### src/rtl/cpu_pkg.sv
`default_nettype none
// ---------------------------------------------------------------------------
// cpu_pkg : shared CPU types for the writeback path and register scoreboard
// Rev 1.0
// ---------------------------------------------------------------------------
package cpu_pkg;

    localparam int CPU_NUM_REGS = 32;
    localparam int CPU_ADDR_W   = 5;
    localparam int CPU_DATA_W   = 32;
    localparam int CPU_MAX_LD   = 4;

    typedef logic [CPU_DATA_W-1:0] word_t;
    typedef logic [CPU_ADDR_W-1:0] regidx_t;

    typedef enum logic [0:0] {
        WB_LD  = 1'b0,
        WB_ALU = 1'b1
    } wb_src_t;

    typedef struct packed {
        logic    valid;
        regidx_t index;
        word_t   data;
    } wb_req_t;

endpackage
`default_nettype wire

### src/rtl/rf_writeback_arbiter_if.sv
`default_nettype none
// ---------------------------------------------------------------------------
// rf_writeback_arbiter_if : writeback requests, load issue/hazard and RF write
// Rev 1.0
// ---------------------------------------------------------------------------
interface rf_writeback_arbiter_if #(
    parameter int ADDR_W = 5,
    parameter int DATA_W = 32
);
    logic              alu_valid;
    logic              alu_ready;
    logic [ADDR_W-1:0] alu_index;
    logic [DATA_W-1:0] alu_data;

    logic              ld_valid;
    logic              ld_ready;
    logic [ADDR_W-1:0] ld_index;
    logic [DATA_W-1:0] ld_data;

    logic              issue_valid;
    logic [ADDR_W-1:0] issue_rd;
    logic              issue_ready;
    logic [ADDR_W-1:0] chk_index1;
    logic [ADDR_W-1:0] chk_index2;
    logic              hazard;

    logic              rf_reg_write;
    logic [ADDR_W-1:0] rf_write_index;
    logic [DATA_W-1:0] rf_write_data;
    logic              proto_err;

    modport master (
        output alu_valid, alu_index, alu_data,
        output ld_valid, ld_index, ld_data,
        output issue_valid, issue_rd, chk_index1, chk_index2,
        input  alu_ready, ld_ready, issue_ready, hazard,
        input  rf_reg_write, rf_write_index, rf_write_data, proto_err
    );

    modport slave (
        input  alu_valid, alu_index, alu_data,
        input  ld_valid, ld_index, ld_data,
        input  issue_valid, issue_rd, chk_index1, chk_index2,
        output alu_ready, ld_ready, issue_ready, hazard,
        output rf_reg_write, rf_write_index, rf_write_data, proto_err
    );
endinterface
`default_nettype wire

### src/rtl/rf_writeback_arbiter_scoreboard.sv
`default_nettype none
// ---------------------------------------------------------------------------
// rf_scoreboard : per-register pending-load busy bits, outstanding load count
// Rev 1.0
// ---------------------------------------------------------------------------
module rf_scoreboard #(
    parameter int NUM_REGS = 32,
    parameter int ADDR_W   = 5,
    parameter int MAX_LD   = 4
) (
    input  wire logic              clk,
    input  wire logic              nRST,
    input  wire logic              issue_valid,
    input  wire logic [ADDR_W-1:0] issue_rd,
    output logic                   issue_ready,
    input  wire logic              ld_grant,
    input  wire logic [ADDR_W-1:0] ld_index,
    input  wire logic [ADDR_W-1:0] chk_index1,
    input  wire logic [ADDR_W-1:0] chk_index2,
    output logic                   hazard,
    output logic                   proto_err
);
    localparam int CNT_W = $clog2(MAX_LD + 1);

    logic [NUM_REGS-1:0] r_busy;
    logic [NUM_REGS-1:0] w_busy_nxt;
    logic [CNT_W-1:0]    r_cnt;
    logic                r_proto_err;
    logic                w_issue_fire;
    logic                w_err;

    // A second load to a still-pending destination would make WAW ordering ambiguous.
    assign issue_ready  = (r_cnt < CNT_W'(MAX_LD)) &&
                          !((issue_rd != '0) && r_busy[issue_rd]);
    assign w_issue_fire = issue_valid && issue_ready;
    assign hazard       = r_busy[chk_index1] | r_busy[chk_index2];
    assign proto_err    = r_proto_err;

    assign w_err = ld_grant &&
                   (((ld_index != '0) && !r_busy[ld_index]) || (r_cnt == '0));

    // Clear first so that a same-cycle set of the same index wins.
    always_comb begin
        w_busy_nxt = r_busy;
        if (ld_grant) begin
            w_busy_nxt[ld_index] = 1'b0;
        end
        if (w_issue_fire && (issue_rd != '0)) begin
            w_busy_nxt[issue_rd] = 1'b1;
        end
        w_busy_nxt[0] = 1'b0;
    end

    always_ff @(posedge clk or negedge nRST) begin
        if (!nRST) begin
            r_busy      <= '0;
            r_cnt       <= '0;
            r_proto_err <= 1'b0;
        end else begin
            r_busy <= w_busy_nxt;
            if (w_issue_fire && !ld_grant) begin
                r_cnt <= r_cnt + CNT_W'(1);
            end else if (ld_grant && !w_issue_fire && (r_cnt != '0)) begin
                r_cnt <= r_cnt - CNT_W'(1);
            end
            if (w_err) begin
                r_proto_err <= 1'b1;
            end
        end
    end
endmodule
`default_nettype wire

### src/rtl/rf_writeback_arbiter.sv
`default_nettype none
// ---------------------------------------------------------------------------
// rf_writeback_arbiter : round-robin ALU/load share of the RF write port
// Rev 1.0
// ---------------------------------------------------------------------------
module rf_writeback_arbiter
    import cpu_pkg::*;
#(
    parameter int NUM_REGS = CPU_NUM_REGS,
    parameter int ADDR_W   = CPU_ADDR_W,
    parameter int DATA_W   = CPU_DATA_W,
    parameter int MAX_LD   = CPU_MAX_LD
) (
    input  wire logic         clk,
    input  wire logic         nRST,
    rf_writeback_arbiter_if.slave bus
);
    wb_req_t w_alu_req;
    wb_req_t w_ld_req;
    wb_req_t w_win;
    wb_src_t r_rr;
    logic    w_alu_grant;
    logic    w_ld_grant;
    logic    r_we;
    regidx_t r_idx;
    word_t   r_data;

    assign w_alu_req = '{valid: bus.alu_valid, index: bus.alu_index, data: bus.alu_data};
    assign w_ld_req  = '{valid: bus.ld_valid,  index: bus.ld_index,  data: bus.ld_data};

    assign w_ld_grant  = w_ld_req.valid  && (!w_alu_req.valid || (r_rr == WB_LD));
    assign w_alu_grant = w_alu_req.valid && (!w_ld_req.valid  || (r_rr == WB_ALU));
    assign w_win       = w_ld_grant ? w_ld_req : w_alu_req;

    assign bus.alu_ready      = w_alu_grant;
    assign bus.ld_ready       = w_ld_grant;
    assign bus.rf_reg_write   = r_we;
    assign bus.rf_write_index = r_idx;
    assign bus.rf_write_data  = r_data;

    // Register 0 requests still complete the handshake but never assert the write enable.
    always_ff @(posedge clk or negedge nRST) begin
        if (!nRST) begin
            r_rr   <= WB_LD;
            r_we   <= 1'b0;
            r_idx  <= '0;
            r_data <= '0;
        end else if (w_alu_grant || w_ld_grant) begin
            r_we   <= (w_win.index != '0);
            r_idx  <= w_win.index;
            r_data <= w_win.data;
            r_rr   <= w_alu_grant ? WB_LD : WB_ALU;
        end else begin
            r_we <= 1'b0;
        end
    end

    rf_scoreboard #(
        .NUM_REGS (NUM_REGS),
        .ADDR_W   (ADDR_W),
        .MAX_LD   (MAX_LD)
    ) u_scoreboard (
        .clk         (clk),
        .nRST        (nRST),
        .issue_valid (bus.issue_valid),
        .issue_rd    (bus.issue_rd),
        .issue_ready (bus.issue_ready),
        .ld_grant    (w_ld_grant),
        .ld_index    (bus.ld_index),
        .chk_index1  (bus.chk_index1),
        .chk_index2  (bus.chk_index2),
        .hazard      (bus.hazard),
        .proto_err   (bus.proto_err)
    );
endmodule
`default_nettype wire

### src/flat_wrapper.sv
// flat-port wrapper written by rule: the top's interface ports become plain ports
module rf_writeback_arbiter_flat import cpu_pkg::*;
#(
    parameter int NUM_REGS = CPU_NUM_REGS,
    parameter int ADDR_W   = CPU_ADDR_W,
    parameter int DATA_W   = CPU_DATA_W,
    parameter int MAX_LD   = CPU_MAX_LD
)
  (clk, nRST, bus_alu_valid, bus_alu_index, bus_alu_data, bus_ld_valid, bus_ld_index, bus_ld_data, bus_issue_valid, bus_issue_rd, bus_chk_index1, bus_chk_index2, bus_alu_ready, bus_ld_ready, bus_issue_ready, bus_hazard, bus_rf_reg_write, bus_rf_write_index, bus_rf_write_data, bus_proto_err);
  rf_writeback_arbiter_if #(.ADDR_W(ADDR_W), .DATA_W(DATA_W)) bus_i ();
  input  wire logic clk;
  input  wire logic nRST;
  input wire logic [$bits(bus_i.alu_valid)-1:0] bus_alu_valid;
  input wire logic [$bits(bus_i.alu_index)-1:0] bus_alu_index;
  input wire logic [$bits(bus_i.alu_data)-1:0] bus_alu_data;
  input wire logic [$bits(bus_i.ld_valid)-1:0] bus_ld_valid;
  input wire logic [$bits(bus_i.ld_index)-1:0] bus_ld_index;
  input wire logic [$bits(bus_i.ld_data)-1:0] bus_ld_data;
  input wire logic [$bits(bus_i.issue_valid)-1:0] bus_issue_valid;
  input wire logic [$bits(bus_i.issue_rd)-1:0] bus_issue_rd;
  input wire logic [$bits(bus_i.chk_index1)-1:0] bus_chk_index1;
  input wire logic [$bits(bus_i.chk_index2)-1:0] bus_chk_index2;
  output wire logic [$bits(bus_i.alu_ready)-1:0] bus_alu_ready;
  output wire logic [$bits(bus_i.ld_ready)-1:0] bus_ld_ready;
  output wire logic [$bits(bus_i.issue_ready)-1:0] bus_issue_ready;
  output wire logic [$bits(bus_i.hazard)-1:0] bus_hazard;
  output wire logic [$bits(bus_i.rf_reg_write)-1:0] bus_rf_reg_write;
  output wire logic [$bits(bus_i.rf_write_index)-1:0] bus_rf_write_index;
  output wire logic [$bits(bus_i.rf_write_data)-1:0] bus_rf_write_data;
  output wire logic [$bits(bus_i.proto_err)-1:0] bus_proto_err;
  assign bus_i.alu_valid = bus_alu_valid;
  assign bus_i.alu_index = bus_alu_index;
  assign bus_i.alu_data = bus_alu_data;
  assign bus_i.ld_valid = bus_ld_valid;
  assign bus_i.ld_index = bus_ld_index;
  assign bus_i.ld_data = bus_ld_data;
  assign bus_i.issue_valid = bus_issue_valid;
  assign bus_i.issue_rd = bus_issue_rd;
  assign bus_i.chk_index1 = bus_chk_index1;
  assign bus_i.chk_index2 = bus_chk_index2;
  assign bus_alu_ready = bus_i.alu_ready;
  assign bus_ld_ready = bus_i.ld_ready;
  assign bus_issue_ready = bus_i.issue_ready;
  assign bus_hazard = bus_i.hazard;
  assign bus_rf_reg_write = bus_i.rf_reg_write;
  assign bus_rf_write_index = bus_i.rf_write_index;
  assign bus_rf_write_data = bus_i.rf_write_data;
  assign bus_proto_err = bus_i.proto_err;
  rf_writeback_arbiter #(.NUM_REGS(NUM_REGS), .ADDR_W(ADDR_W), .DATA_W(DATA_W), .MAX_LD(MAX_LD)) u_core (.clk(clk), .nRST(nRST), .bus(bus_i));
endmodule
### config.mk
export PLATFORM = sky130hd
export DESIGN_NAME = rf_writeback_arbiter_flat
export DESIGN_NICKNAME = d
export VERILOG_FILES = /design/src/rtl/cpu_pkg.sv /design/src/rtl/rf_writeback_arbiter_if.sv /design/src/rtl/rf_writeback_arbiter_scoreboard.sv /design/src/rtl/rf_writeback_arbiter.sv /design/src/flat_wrapper.sv
export SDC_FILE = /design/constraint.sdc
export NUM_CORES = 1
export LEC_CHECK = 0
export BUFFER_PORTS_ARGS = -buffer_cell sky130_fd_sc_hd__buf_2
export CELL_PAD_IN_SITES_DETAIL_PLACEMENT = 0
export CELL_PAD_IN_SITES_GLOBAL_PLACEMENT = 1
export CORE_ASPECT_RATIO = 0.8
export CORE_UTILIZATION = 42
export DETAILED_ROUTE_END_ITERATION = 10
export HOLD_SLACK_MARGIN = 0.15
export PLACE_DENSITY_LB_ADDON = 0.1
export RECOVER_POWER = 100
export SLEW_MARGIN = 25
export SYNTH_ARGS = -nofsm -noshare
export SYNTH_HDL_FRONTEND = slang
export SYNTH_SLANG_ARGS = --single-unit
### constraint.sdc
create_clock -name clk -period 4.35 [get_ports clk]
set_input_delay 0.87 -clock clk [delete_from_list [all_inputs] [get_ports clk]]
set_output_delay 0.87 -clock clk [all_outputs]
set_load 0.05 [all_outputs]
==> out/qor.yml, run 1 <==
run_status: "finished with violations"
violations_in_the_final_reports: "capacitance limit, slew limit"
synth-seq-area-share: 0.390
clock_tree.root_cell: "clkbuf_16"
hold-path-cell-count: 1
fin_util: 0.521
worst_r2r_startpoint: "u_core.u_scoreboard.r_busy[15]"
cts-htree-levels: 3
register_bit_total_from_synthesis: 74
cts-root-to-sink-buffers: 2
grtUsageTotal: 0.263
grt_max_degree: 98
finish.net_count: 712
fmaxAchievable_ghz: 0.271
buffer_ports.inserted: 136
finalCriticalPeriod_ns: 3.69
synth.largest_area_cell: "dfrtp_1"
timing.reg2reg.worst_path_depth: 10
syn_inst: 511
seqCellArea_um2: 1850
ys_dominant_reg_cell: "dfrtp_1"
setup_tns_ns: 0
io-pin-count: 137
tritoncts_num_sinks: 74
detailed_place_hpwl_um: 10300
peakVddDrop_uv: 232
ys_warn_count: 0
wire_per_inst_um: 19.6
die_w_um: 121
synth_net_count: 606
antenna_violations_before_repair: 0
holdBufCountCts: 0
synth-edff-count: 0
fillers: 1051
chipHeight_um: 97.1
netlist.area_leader.share: 0.390
detailedRoute.firstIterationViolations: 448
clock_transition_at_path_regs_ns: 0.05
drc_errors: 0
worst_slew_pin_slew_ns: 1.90
drive_gt1_frac: 0.244
worst_setup_path_end_kind: "output port"
path_class: "input pin to output port"
critical_path.max_fanout: 97
cp-start-kind: "input pin"
cts_buffers: 9
hold_path.class: "flop to flop"
final-setup-viol-count: 0
design.core.area_um2: 10900
place.gp.congestion: 0.952
syn_avg_cell_area_um2: 9.30
p_leak_nw: 2.49
design.die.area_um2: 11700
floorplan.initialDensity: 0.435
antenna_viol_nets_final: 0
clkLatencyLatePin_ns: 0.33
cts_post_setup_buffers_inserted: 0
rsz0062_at_grt: "false"
cp_data_arrival_time_ns: 2.82
antennaDiodeCount: 0
postSynth.asyncResetShare: 1.00
drv_slew: 173
hold_path_startpoint: "u_core.u_scoreboard.proto_err"
overflow: 0
synth_commonest_cells: "74 x dfrtp_1, 46 x nor2_1, 45 x nand2_1"
vias: 4543
r2r_end: "u_core.u_scoreboard.r_cnt[2]"
post_synth_num_cell_types: 44
ys_top_cells_by_area: "dfrtp_1 39%, mux4_2 14%, o22ai_1 4.6%"
max-slew-margin-rel: -0.268
grt_pass1_vias: 4434
cts_resized: 0
rows: 34
multi_input_area_um2: 2570
hold_viol: 0
synthesis.area_um2: 4750
first_pass_grt_wire_length_um: 23800
drtPass1Iterations: 5
detail_route.wirelength_um: 15000
max_cap_violations: 2
worst_ep_required_time_ns: 3.48
syn2layout_area_growth_pct: 19.9
worst_clock_skew_on_the_final_layout_ns: 0.00782
r2r_slack_ns: 1.31
pwr_density_cell_nw_per_um2: 492
period_share: 0.849
most_repeated_cell_in_the_gate_level_netlist_after_synthesis: "dfrtp_1"
min_to: "u_core.u_scoreboard.proto_err"
cts_tree: "yes"
vias_per_cell: 5.93
[power by group]
group	total, W	internal [W]	switching (W)
Sequential	0.00110	0.000845	0.000258
Combinational	0.000946	0.000391	0.000555
Clock	0.000754	0.000476	0.000279
Total	0.00280	0.00171	0.00109
[cell usage in the layout, fill, tap and decap left out, types with 2 or more instances in the layout]
cell,count
inv_1,37
a22oi_1,3
o22ai_1,35
nor3_1,4
a21oi_1,33
dfrtp_1,74
nand2_1,45
nor2_1,46
mux4_2,30
clkbuf_2,3
nand3b_1,2
clkbuf_8,2
or3_1,5
a32o_1,15
nor4_1,2
or3b_2,4
o31ai_1,7
nor2b_1,2
or2_2,2
a21o_1,2
clkbuf_1,46
nand2b_1,3
mux2_2,3
buf_2,93
o21ai_0,33
buf_4,2
mux2i_1,13
clkbuf_16,9
nor3b_1,3
and2_1,2
nand3_1,9
and3b_1,4
a31oi_1,33
[logic make-up after synthesis]
family | Yosys count | share of synthesized area
AO/OA/AOI/OAI | 167 | 0.220
XOR/XNOR | 1 | 0.00184
adder cells (fa/ha/maj) | 1 | 0.00421
buffers and inverters | 84 | 0.0677
flip-flops | 74 | 0.390
multiplexers | 46 | 0.177
AND/OR/NAND/NOR | 138 | 0.140
[registers in the layout, summed over array words and instances, names as in the netlist]
signal                         flops
u_core.u_scoreboard.proto_err      1
u_core.bus.rf_reg_write            1
u_core.u_scoreboard.r_busy        31
u_core.r_rr                        1
u_core.bus.rf_write_data          32
u_core.u_scoreboard.r_cnt          3
u_core.bus.rf_write_index          5
[worst max-delay path: stages]
cell and delay, ns:
buf_2 0.09, clkbuf_2 1.27, nand2_1 0.18, nand2_1 0.16
inv_1 0.04, buf_2 0.20
[through the flow]
| step | worst slack (ns) | power [W] | instances | hold WS, ns | cell area (um2) |
|---|---|---|---|---|---|
| 2_1_floorplan | 0.0997 | 0.00173 | 511 | 0.509 | 4750 |
| 3_3_place_gp | 0.889 | 0.00204 | 750 | 0.441 | 5470 |
| 3_5_place_dp | 0.822 | 0.00206 | 750 | 0.445 | 5470 |
| 4_1_cts | 0.906 | 0.00282 | 766 | 0.459 | 5770 |
| 5_1_grt | 0.425 | 0.00295 | 766 | 0.489 | 5700 |
| 6_report | 0.656 | 0.00280 | 766 | 0.460 | 5700 |
[layout make-up]
type	instances	share of cell area
repair buffers	141	0.115
inverters	38	0.0250
flip-flops and latches	74	0.325
clock buffers	14	0.0463
well taps	144	0.0316
multi-input cells	353	0.451
clock inverters	2	0.00615
[worst max-delay path by stage]
stage | startpoint | endpoint | slack (ns) | cells past startpoint
CTS | bus_issue_rd[1] | bus_issue_ready | 0.91 | 6
detailed placement | bus_issue_rd[0] | u_core.u_scoreboard.r_cnt[2] | 0.82 | 11
finish | bus_ld_valid | bus_alu_ready | 0.66 | 6
floorplan | bus_issue_rd[1] | bus_issue_ready | 0.1 | 6
global route | bus_ld_valid | bus_alu_ready | 0.42 | 6
global placement | bus_issue_rd[0] | u_core.u_scoreboard.r_cnt[2] | 0.89 | 11
[routing by layer]
layer / track usage / vias up / wire length, um
li1: - / 2116 / -
met1: 0.373 / 2191 / 6740
met2: 0.390 / 205 / 6590
met3: 0.0704 / 31 / 1350
met4: 0.0845 / 0 / 297
met5: 0 / - / 0
Power figures use the tool's default switching activity.
==> inputs of run 2 (changes only) <==
CORE_UTILIZATION = 35   (was 42)
clock period = 3.3 ns   (was 4.35 ns; I/O delays follow)
==> run 2 against run 1 <==
Compared with the run above: the run still ends with capacitance limit, slew limit left; core utilization is 7.4 points lower; worst hold slack better by 0.0082 ns; worst setup slack worse by 0.40 ns; register-to-register slack worse by 0.95 ns; power is 35% higher; sequential power is 29% higher; sequential share of layout area is 0.75 points lower.
==> out/qor.yml, run 2 (synthesis gave the netlist of run 1 again) <==
run_status: "finished with violations"
violations_in_the_final_reports: "capacitance limit, slew limit"
critical_path.max_fanout: 9
detailed_place_hpwl_um: 10700
clock_transition_at_path_regs_ns: 0.05
rows: 37
cp_data_arrival_time_ns: 2.38
hold_viol: 0
buffer_ports.inserted: 136
design.core.area_um2: 13100
cts_tree: "yes"
first_pass_grt_wire_length_um: 24500
cts-root-to-sink-buffers: 2
worst_ep_required_time_ns: 2.64
worst_path_most_repeated_cell: "mux4_2"
detailedRoute.firstIterationViolations: 264
syn2layout_area_growth_pct: 22.7
vias: 4570
fmaxAchievable_ghz: 0.329
period_share: 0.922
globalRouteMet2Util: 0.328
die_w_um: 132
worst_r2r_startpoint: "u_core.u_scoreboard.r_busy[15]"
critPathBufInv: 2
final_design_area_no_fill_um2: 5830
grt_pass1_vias: 4464
final_cell_mix: "91 x buf_2, 74 x dfrtp_1, 46 x nor2_1"
antenna_violations_before_repair: 0
drive_gt1_frac: 0.256
setup_tns_ns: 0
worst_slew_pin_slew_ns: 1.94
max_reg_flops: 32
path_class: "input pin to output port"
place.gp.congestion: 0.963
grtUsageTotal: 0.227
peakVddDrop_uv: 304
overflow: 0
report.power.total_w: 0.00378
vias_per_cell: 5.69
rsz0062_at_grt: "false"
crit_chain: "clkbuf_2, mux4_2, mux4_2, mux2i_1, nand2_1, buf_2"
minimum_setup_slack_after_placement_ns: 0.0545
hold_path_startpoint: "u_core.u_scoreboard.proto_err"
antennaDiodeCount: 0
grt_util_met3: 0.0749
wire_per_inst_um: 19.3
cts-htree-levels: 3
cts_post_setup_buffers_inserted: 0
drv_slew: 75
max_cap_violations: 1
critical_path.top_delay_family: "multiplexers"
antenna_viol_nets_final: 0
critical-path-slowest-cell: "mux4_2"
clock_tree.root_cell: "clkbuf_16"
globalRoute.busiestLayer: "met2"
clkLatencyLatePin_ns: 0.35
worst_clock_skew_on_the_final_layout_ns: 0.00806
cts_resized: 0
placedInstanceArea_um2: 5570
final-setup-viol-count: 0
max-slew-margin-rel: -0.296
detail_route.wirelength_um: 15500
cts_buffers: 9
timing.critical_path.from: "bus_chk_index2[0]"
drtPass1Iterations: 5
mostFrequentLayoutCell: "buf_2"
finalCriticalPeriod_ns: 3.04
cp-start-kind: "input pin"
final.setup.worst_slack_ns: 0.257
p_leak_nw: 2.54
gr-usage-met1: 0.326
chipHeight_um: 106
drc_errors: 0
cp_slowest_stage_delay_ns: 0.56
holdBufCountCts: 0
floorplan.initialDensity: 0.364
finish.net_count: 719
pwr_density_cell_nw_per_um2: 649
worst_setup_path_end_kind: "output port"
tritoncts_num_sinks: 74
hold_path.class: "flop to flop"
io-pin-count: 137
grt_max_degree: 97
design.die.area_um2: 14100
==> run 2: cell count changes in the layout (fill, tap and decap cells not counted), moves of 2 or more <==
cell and delta:
buf_2 -2, buf_4 +8, clkbuf_1 -3, clkbuf_2 +3
nor4_1 -2
==> run 2: worst paths after layout <==
check	cells after the start	slack, ns	endpoint
max	6	0.26	bus_hazard
min	1	0.47	u_core.u_scoreboard.proto_err
max reg2reg	10	0.36	u_core.u_scoreboard.r_cnt[2]
min reg2reg	1	0.47	u_core.u_scoreboard.proto_err
max in group asynchronous	1	1.29	u_core.u_scoreboard.r_busy[24]
min in group asynchronous	1	0.86	u_core.bus.rf_write_data[31]
==> run 2: cell type report <==
class / count / area [um2]
fill: 1346 / 7220
clock inverter: 2 / 60.1
timing repair buffer: 148 / 714
sequential: 74 / 1850
inverter: 38 / 143
clock buffer: 13 / 260
multi-input combinational: 353 / 2580
tap: 175 / 219
==> run 2: metrics by stage <==
step                cells  utilization  hold WS (ns)
floorplan             511            -         0.364
global route          803        0.447         0.492
finish                803        0.447         0.468
CTS                   803        0.452         0.467
global placement      788        0.427         0.443
detailed placement    788        0.427         0.448
==> run 2: power breakdown <==
part | internal, W | leakage, nW | switching, W
combinational | 0.000528 | 1.49 | 0.000753
clock | 0.000700 | 0.156 | 0.000384
sequential | 0.00111 | 0.896 | 0.000305
total | 0.00234 | 2.54 | 0.00144
==> run 2: metal layers <==
layer | up-vias | share of wire
met2 | 185 | 0.43
met1 | 2229 | 0.47
met4 | 0 | 0.013
li1 | 2140 | -
met3 | 16 | 0.088
met5 | - | 0
